## src/rtl/cpu_mem_pkg.sv

```systemverilog
// Shared types and address-map helpers for the cpu memory/I-O controller.
package cpu_mem_pkg;

   localparam int unsigned WAIT_CNT_W = 4;

   typedef enum logic [1:0] {
      IDLE = 2'd0,
      WAIT = 2'd1,
      RESP = 2'd2
   } state_t;

   function automatic int unsigned io_base(input int unsigned aw, input int unsigned nch);
      return (32'd1 << aw) - nch;
   endfunction

   function automatic logic is_io(input int unsigned a, input int unsigned base);
      return a >= base;
   endfunction

   function automatic int unsigned io_index(input int unsigned a, input int unsigned base);
      return a - base;
   endfunction

endpackage

```

## src/rtl/cpu_mem_if.sv

```systemverilog
// Core-side request/response bus of the memory controller.
interface cpu_mem_if #(
   parameter int ADDR_WIDTH = 6,
   parameter int DATA_WIDTH = 16
);
   logic                  req;
   logic                  we;
   logic [ADDR_WIDTH-1:0] addr;
   logic [DATA_WIDTH-1:0] wdata;
   logic [DATA_WIDTH-1:0] rdata;
   logic                  ready;

   modport master (output req, we, addr, wdata, input rdata, ready);
   modport slave  (input req, we, addr, wdata, output rdata, ready);
endinterface

```

## src/rtl/cpu_mem_ram.sv

```systemverilog
// Single-port synchronous RAM; read data is registered and held while idle.
module cpu_mem_ram #(
   parameter int ADDR_WIDTH = 6,
   parameter int DATA_WIDTH = 16
) (
   input  logic                  clk,
   input  logic                  en,
   input  logic                  we,
   input  logic [ADDR_WIDTH-1:0] addr,
   input  logic [DATA_WIDTH-1:0] wdata,
   output logic [DATA_WIDTH-1:0] rdata
);
   logic [DATA_WIDTH-1:0] mem_r [2**ADDR_WIDTH];

   // Write or read one word per enabled cycle; contents are never reset.
   always_ff @(posedge clk) begin
      if (en) begin
         if (we) begin
            mem_r[addr] <= wdata;
         end else begin
            rdata <= mem_r[addr];
         end
      end
   end
endmodule

```

## src/rtl/cpu_mem_ctrl.sv

```systemverilog
// Memory/I-O controller: wait-state FSM, RAM, mapped I/O channels.
// Optional write protection of the low RAM region via `WRITE_PROTECT_EN.
module cpu_mem_ctrl
   import cpu_mem_pkg::*;
#(
   parameter int ADDR_WIDTH  = 6,
   parameter int DATA_WIDTH  = 16,
   parameter int WAIT_STATES = 1,
   parameter int IO_CHANNELS = 2,
   parameter int PROTECT_TOP = 8
) (
   input  logic                              clk,
   input  logic                              rst,
   cpu_mem_if.slave                          bus,
   input  logic [IO_CHANNELS*DATA_WIDTH-1:0] io_in,
   input  logic [IO_CHANNELS-1:0]            io_in_valid,
   output logic [IO_CHANNELS-1:0]            io_in_ack,
   output logic [IO_CHANNELS*DATA_WIDTH-1:0] io_out,
   output logic [IO_CHANNELS-1:0]            io_out_valid,
   output logic                              err
);
   localparam int unsigned IO_BASE = io_base(ADDR_WIDTH, IO_CHANNELS);
   localparam logic [WAIT_CNT_W-1:0] CNT_INIT = WAIT_CNT_W'(WAIT_STATES);

   state_t                  state_r, state_nxt_s;
   logic [WAIT_CNT_W-1:0]   cnt_r, cnt_nxt_s;
   logic                    we_r;
   logic [ADDR_WIDTH-1:0]   addr_r;
   logic [DATA_WIDTH-1:0]   wdata_r;

   logic                    eff_we_s;
   logic [ADDR_WIDTH-1:0]   eff_addr_s;
   logic [DATA_WIDTH-1:0]   eff_wdata_s;
   logic                    acc_io_s;
   logic [IO_CHANNELS-1:0]  ch_onehot_s;
   logic [DATA_WIDTH-1:0]   io_word_s;
   logic                    stall_s;
   logic                    prot_region_s;
   logic                    prot_s;
   logic                    enter_resp_s;
   logic                    ram_en_s;
   logic [DATA_WIDTH-1:0]   ram_rdata_s;

   logic                    ready_r;
   logic                    err_r;
   logic                    src_ram_r;
   logic [DATA_WIDTH-1:0]   io_rdata_r;
   logic [IO_CHANNELS-1:0]  io_in_ack_r;
   logic [IO_CHANNELS-1:0]  io_out_valid_r;
   logic [IO_CHANNELS*DATA_WIDTH-1:0] io_out_r;

   // In IDLE the live bus is the access being accepted; afterwards the latched copy.
   assign eff_we_s    = (state_r == IDLE) ? bus.we    : we_r;
   assign eff_addr_s  = (state_r == IDLE) ? bus.addr  : addr_r;
   assign eff_wdata_s = (state_r == IDLE) ? bus.wdata : wdata_r;
   assign acc_io_s    = is_io(32'(eff_addr_s), IO_BASE);

   // Channel decode and selected input word.
   always_comb begin
      ch_onehot_s = '0;
      io_word_s   = '0;
      for (int i = 0; i < IO_CHANNELS; i++) begin
         ch_onehot_s[i] = acc_io_s && (io_index(32'(eff_addr_s), IO_BASE) == 32'(i));
         io_word_s      = io_word_s | (io_in[i*DATA_WIDTH +: DATA_WIDTH] & {DATA_WIDTH{ch_onehot_s[i]}});
      end
   end

   assign stall_s       = acc_io_s && !eff_we_s && ((io_in_valid & ch_onehot_s) == '0);
   assign prot_region_s = !acc_io_s && eff_we_s && (int'(eff_addr_s) < PROTECT_TOP);
`ifdef WRITE_PROTECT_EN
   assign prot_s = prot_region_s;
`else
   assign prot_s = 1'b0 & prot_region_s;
`endif

   // State and wait-counter registers.
   always_ff @(posedge clk or posedge rst) begin
      if (rst) begin
         state_r <= IDLE;
         cnt_r   <= '0;
      end else begin
         state_r <= state_nxt_s;
         cnt_r   <= cnt_nxt_s;
      end
   end

   // Next-state logic; an I/O read with no input word parks in WAIT.
   always_comb begin
      state_nxt_s = state_r;
      cnt_nxt_s   = cnt_r;
      case (state_r)
         IDLE: begin
            if (bus.req) begin
               if ((WAIT_STATES == 0) && !stall_s) begin
                  state_nxt_s = RESP;
                  cnt_nxt_s   = '0;
               end else begin
                  state_nxt_s = WAIT;
                  cnt_nxt_s   = CNT_INIT;
               end
            end else begin
               state_nxt_s = IDLE;
            end
         end
         WAIT: begin
            if (cnt_r > 4'd1) begin
               cnt_nxt_s = cnt_r - 4'd1;
            end else begin
               cnt_nxt_s   = '0;
               state_nxt_s = stall_s ? WAIT : RESP;
            end
         end
         RESP:    state_nxt_s = IDLE;
         default: state_nxt_s = IDLE;
      endcase
   end

   assign enter_resp_s = (state_nxt_s == RESP) && !rst;
   assign ram_en_s     = enter_resp_s && !acc_io_s && !prot_s;

   // Capture the request when it is accepted.
   always_ff @(posedge clk or posedge rst) begin
      if (rst) begin
         we_r    <= 1'b0;
         addr_r  <= '0;
         wdata_r <= '0;
      end else if ((state_r == IDLE) && bus.req) begin
         we_r    <= bus.we;
         addr_r  <= bus.addr;
         wdata_r <= bus.wdata;
      end
   end

   // Response pulses and I/O registers, all updated on the edge entering RESP.
   always_ff @(posedge clk or posedge rst) begin
      if (rst) begin
         ready_r        <= 1'b0;
         err_r          <= 1'b0;
         src_ram_r      <= 1'b0;
         io_rdata_r     <= '0;
         io_in_ack_r    <= '0;
         io_out_valid_r <= '0;
         io_out_r       <= '0;
      end else begin
         ready_r        <= enter_resp_s;
         err_r          <= enter_resp_s && prot_s;
         io_in_ack_r    <= (enter_resp_s && !eff_we_s) ? ch_onehot_s : '0;
         io_out_valid_r <= (enter_resp_s &&  eff_we_s) ? ch_onehot_s : '0;
         if (enter_resp_s && !eff_we_s) begin
            src_ram_r <= !acc_io_s;
            if (acc_io_s) begin
               io_rdata_r <= io_word_s;
            end
         end
         for (int i = 0; i < IO_CHANNELS; i++) begin
            if (enter_resp_s && eff_we_s && ch_onehot_s[i]) begin
               io_out_r[i*DATA_WIDTH +: DATA_WIDTH] <= eff_wdata_s;
            end
         end
      end
   end

   cpu_mem_ram #(
      .ADDR_WIDTH (ADDR_WIDTH),
      .DATA_WIDTH (DATA_WIDTH)
   ) u_ram (
      .clk   (clk),
      .en    (ram_en_s),
      .we    (eff_we_s),
      .addr  (eff_addr_s),
      .wdata (eff_wdata_s),
      .rdata (ram_rdata_s)
   );

   assign bus.rdata    = src_ram_r ? ram_rdata_s : io_rdata_r;
   assign bus.ready    = ready_r;
   assign io_in_ack    = io_in_ack_r;
   assign io_out       = io_out_r;
   assign io_out_valid = io_out_valid_r;
   assign err          = err_r;
endmodule

```

## src/flat_wrapper.sv

```systemverilog
// flat-port wrapper written by rule: the top's interface ports become plain ports
module cpu_mem_ctrl_flat import cpu_mem_pkg::*;
#(
   parameter int ADDR_WIDTH  = 6,
   parameter int DATA_WIDTH  = 16,
   parameter int WAIT_STATES = 1,
   parameter int IO_CHANNELS = 2,
   parameter int PROTECT_TOP = 8
)
  (clk, rst, io_in, io_in_valid, io_in_ack, io_out, io_out_valid, err, bus_req, bus_we, bus_addr, bus_wdata, bus_rdata, bus_ready);
  cpu_mem_if #(.ADDR_WIDTH(ADDR_WIDTH), .DATA_WIDTH(DATA_WIDTH)) bus_i ();
  input  logic clk;
  input  logic rst;
  input  logic [IO_CHANNELS*DATA_WIDTH-1:0] io_in;
  input  logic [IO_CHANNELS-1:0] io_in_valid;
  output logic [IO_CHANNELS-1:0] io_in_ack;
  output logic [IO_CHANNELS*DATA_WIDTH-1:0] io_out;
  output logic [IO_CHANNELS-1:0] io_out_valid;
  output logic err;
  input wire logic [$bits(bus_i.req)-1:0] bus_req;
  input wire logic [$bits(bus_i.we)-1:0] bus_we;
  input wire logic [$bits(bus_i.addr)-1:0] bus_addr;
  input wire logic [$bits(bus_i.wdata)-1:0] bus_wdata;
  output wire logic [$bits(bus_i.rdata)-1:0] bus_rdata;
  output wire logic [$bits(bus_i.ready)-1:0] bus_ready;
  assign bus_i.req = bus_req;
  assign bus_i.we = bus_we;
  assign bus_i.addr = bus_addr;
  assign bus_i.wdata = bus_wdata;
  assign bus_rdata = bus_i.rdata;
  assign bus_ready = bus_i.ready;
  cpu_mem_ctrl #(.ADDR_WIDTH(ADDR_WIDTH), .DATA_WIDTH(DATA_WIDTH), .WAIT_STATES(WAIT_STATES), .IO_CHANNELS(IO_CHANNELS), .PROTECT_TOP(PROTECT_TOP)) u_core (.clk(clk), .rst(rst), .bus(bus_i), .io_in(io_in), .io_in_valid(io_in_valid), .io_in_ack(io_in_ack), .io_out(io_out), .io_out_valid(io_out_valid), .err(err));
endmodule
```

## config.mk

```make
export PLATFORM = sky130hd
export DESIGN_NAME = cpu_mem_ctrl_flat
export DESIGN_NICKNAME = d
export VERILOG_FILES = /design/src/rtl/cpu_mem_pkg.sv /design/src/rtl/cpu_mem_if.sv /design/src/rtl/cpu_mem_ram.sv /design/src/rtl/cpu_mem_ctrl.sv /design/src/flat_wrapper.sv
export SDC_FILE = /design/constraint.sdc
export NUM_CORES = 1
export LEC_CHECK = 0
export ABC_CLOCK_PERIOD_IN_PS = 5300
export CELL_PAD_IN_SITES_DETAIL_PLACEMENT = 0
export CELL_PAD_IN_SITES_GLOBAL_PLACEMENT = 1
export CORE_MARGIN = 5
export CORE_UTILIZATION = 53
export DETAILED_ROUTE_END_ITERATION = 10
export PLACE_DENSITY = 0.8
export SLEW_MARGIN = 0
export SYNTH_ARGS = -nofsm -noshare
export SYNTH_HDL_FRONTEND = slang
export SYNTH_SLANG_ARGS = --single-unit
```

## constraint.sdc

```tcl
create_clock -name clk -period 5.3 [get_ports clk]
set_input_delay 0.795 -clock clk [delete_from_list [all_inputs] [get_ports clk]]
set_output_delay 0.795 -clock clk [all_outputs]
set_load 0.05 [all_outputs]
```

==> flow_summary.yaml <==
place:
  preCtsSetupSlack_ns: 0.411
  numPortBuffers: 112
  dpl.hpwl_um: 83100
  gp_congestion: 0.973
clock_network:
  clock-sinks: 1123
  postCtsHoldBufs: 0
  ctsResizeCount: 0
  cts_max_level: 3
  cts_buffers: 109
  clk_pin_slew_ns: 0.06
  cts-root-buf: "clkbuf_16"
  clk_latency_ns: 0.68
  postCtsSetupRepairBufs: 0
  cts_tree: "done"
  clockBufferDepth: 3
synthesis:
  ys_seq_area_frac: 0.752
  synthTopCellsByArea: "edfxtp_1 71%, mux4_2 5.5%, dfrtp_1 4.7%, nand2_1 3.8%, mux2i_1 1.5%"
  synth.distinct_cells: 71
  synthCells: 2764
  syn_avg_cell_area_um2: 16.0
  ys_warn_count: 0
  synth_top_area_cell: "edfxtp_1"
  synth_flop_cell: "edfxtp_1"
  yosysTopAreaCellShare: 0.705
  synth_edf_count: 1040
  synth-async-reset-ratio: 0.0739
  synth.cell_area_um2: 44300
  ys_ff_latch: 1123
cells_and_area:
  layout_common_cells: "1040 x edfxtp_1, 448 x nand2_1, 186 x buf_4"
  drive_gt1_frac: 0.169
  fillers: 5985
  layout_commonest_cell: "edfxtp_1"
  nets: 3113
  areaGrowthSynthToFinish_pct: 15.5
floorplanning:
  die-width_um: 299
  dieArea_um2: 89400
  die_y_um: 299
  initial_core_util: 0.532
  core-area_um2: 83300
  row_count: 106
  ios: 114
sta:
  layout_setup_ws_ns: 1.01
  fmax_ghz: 0.233
  rsz0062_at_grt: "no"
  post-route-period-util: 0.809
  fin_crit_ns: 4.29
  setup_viol: 0
  timing.setup.tns_ns: 0
  worst_pin_slew_ns: 1.36
  hold_viol: 0
  maxSlewViolCount: 0
  relSlewSlack: 0.0924
  fin_skew_ns: 0.0233
min_path:
  hp-start: "u_core.io_out[20]"
  min_path_type: "register to register"
worst_setup_path:
  cp_max_fo: 58
  crit_type: "primary input to register"
  r2r_start: "u_core.state_r[0]"
  crit_start: "bus_addr[0]"
  critPathArrivalTime_ns: 4.65
  slowest_stage: "o41ai_1"
  slowest_delay_ns: 0.84
  cp_common_cell: "buf_12"
  critPathCaptureType: "register"
  crit_required_ns: 5.66
  path_cells: "clkdlybuf4s50_1 > or3b_2 > nand2_8 > buf_12 > buf_12 > mux2_2 > o21ai_0 > nor2b_1 > o41ai_1 > nand4_1"
  start_kind: "primary input"
grt:
  grt_pass1_wl_um: 189000
  track_usage: 0.291
  grt_pass1_vias: 26604
  gr-total-overflow: 0
  antenna_found_initial: 6
  grt_max_degree: 65
run:
  maxCapViolCount: 0
routing:
  drc: 0
  postRouteWirelength_um: 132000
  ant_nets: 0
  vias: 27353
  first_pass_iters: 5
  wl_per_cell_um: 31.2
  initialDrtViolationCount: 3828
  via_per_inst: 6.48
pwr:
  p_per_area_nw_per_um2: 593
  peakVddDrop_mv: 0.522
  leakagePower_nw: 17.4
run_status:
  status: "completed"
-- worst max-delay path: cells and delay by family --
family,cells,cell delay [ns]
buf+inv,3,1.22
simple gates,4,1.19
compound gates,2,1.03
mux,1,0.38
-- worst paths after layout --
path | end | slack (ns) | depth (start not counted)
min | u_core.io_out[20] | 0.48 | 2
max | u_core.u_ram.rdata[6] | 1.01 | 10
max in group asynchronous | u_core.io_out[1] | 3.64 | 3
min in group asynchronous | u_core.bus.ready | 0.76 | 2
min reg2reg | u_core.io_out[20] | 0.48 | 2
max reg2reg | u_core.u_ram.rdata[6] | 1.05 | 10
-- cell usage after synthesis, types with 9 or more instances --
| cell type | number |
|---|---|
| and3_1 | 58 |
| edfxtp_1 | 1040 |
| nand4_1 | 30 |
| buf_2 | 59 |
| a22oi_1 | 52 |
| nor2_1 | 133 |
| mux2_2 | 38 |
| a21oi_1 | 60 |
| o211ai_1 | 12 |
| o21ai_0 | 41 |
| buf_1 | 12 |
| buf_4 | 29 |
| mux4_2 | 109 |
| nand2_1 | 448 |
| nand3_1 | 104 |
| inv_1 | 29 |
| dfrtp_1 | 83 |
| a211oi_1 | 58 |
| nand2b_1 | 9 |
| a31oi_1 | 73 |
| clkbuf_1 | 62 |
| mux2i_1 | 66 |
| a32oi_1 | 31 |
-- routing by layer --
metal | vias to the layer above | share of wire | global-route usage
met1 | 13843 | 0.37 | 0.407
met5 | - | 0.00029 | 0
met4 | 6 | 0.051 | 0.126
met2 | 1875 | 0.45 | 0.441
li1 | 11303 | - | -
met3 | 326 | 0.12 | 0.0735
-- registers in the layout (all words and copies together), names as in the netlist, 2 cells and up --
register	cells
u_core.addr_r	6
u_core.cnt_r	4
u_core.io_in_ack	2
u_core.io_out	32
u_core.io_out_valid	2
u_core.io_rdata_r	16
u_core.state_r	2
u_core.u_ram.mem_r	1024
u_core.u_ram.rdata	16
u_core.wdata_r	16
-- cells by family after synthesis --
family                   share of synthesized area
AO/OA/AOI/OAI                               0.0605
adder cells (fa/ha/maj)                    0.00113
buffers and inverters                       0.0218
flip-flops                                   0.752
multiplexers                                0.0808
other                                    0.0000847
AND/OR/NAND/NOR                             0.0837
-- per-stage QoR --
stage          instances  power, mW  area, µm²   util  hold slack [ns]
3_3_place_gp        4018       22.6      47800  0.573            0.463
5_1_grt             4220       31.3      51200  0.614            0.518
2_1_floorplan       2796       18.2      44400      -            0.449
4_1_cts             4220       30.2      51200  0.614            0.487
3_5_place_dp        4018       22.8      47800  0.573            0.473
6_report            4221       30.4      51200  0.614            0.480
-- power by group --
part / leakage (nW) / internal [mW] / switching (mW)
clock network: 1.66 / 4.21 / 3.21
logic: 5.23 / 3.29 / 7.91
registers: 10.5 / 11.5 / 0.206
-- cell type report --
| cell class | count | area [µm²] | share of cell area |
|---|---|---|---|
| sequential | 1123 | 33300 | 0.651 |
| antenna | 1 | 2.50 | 0.0000489 |
| clock buffer | 151 | 3020 | 0.0591 |
| tap | 1080 | 1350 | 0.0264 |
| timing repair buffer | 310 | 2760 | 0.0539 |
| clock inverter | 51 | 387 | 0.00756 |
| multi-input combinational | 1475 | 10200 | 0.200 |
| inverter | 30 | 119 | 0.00232 |
Power figures use the tool's default switching activity.
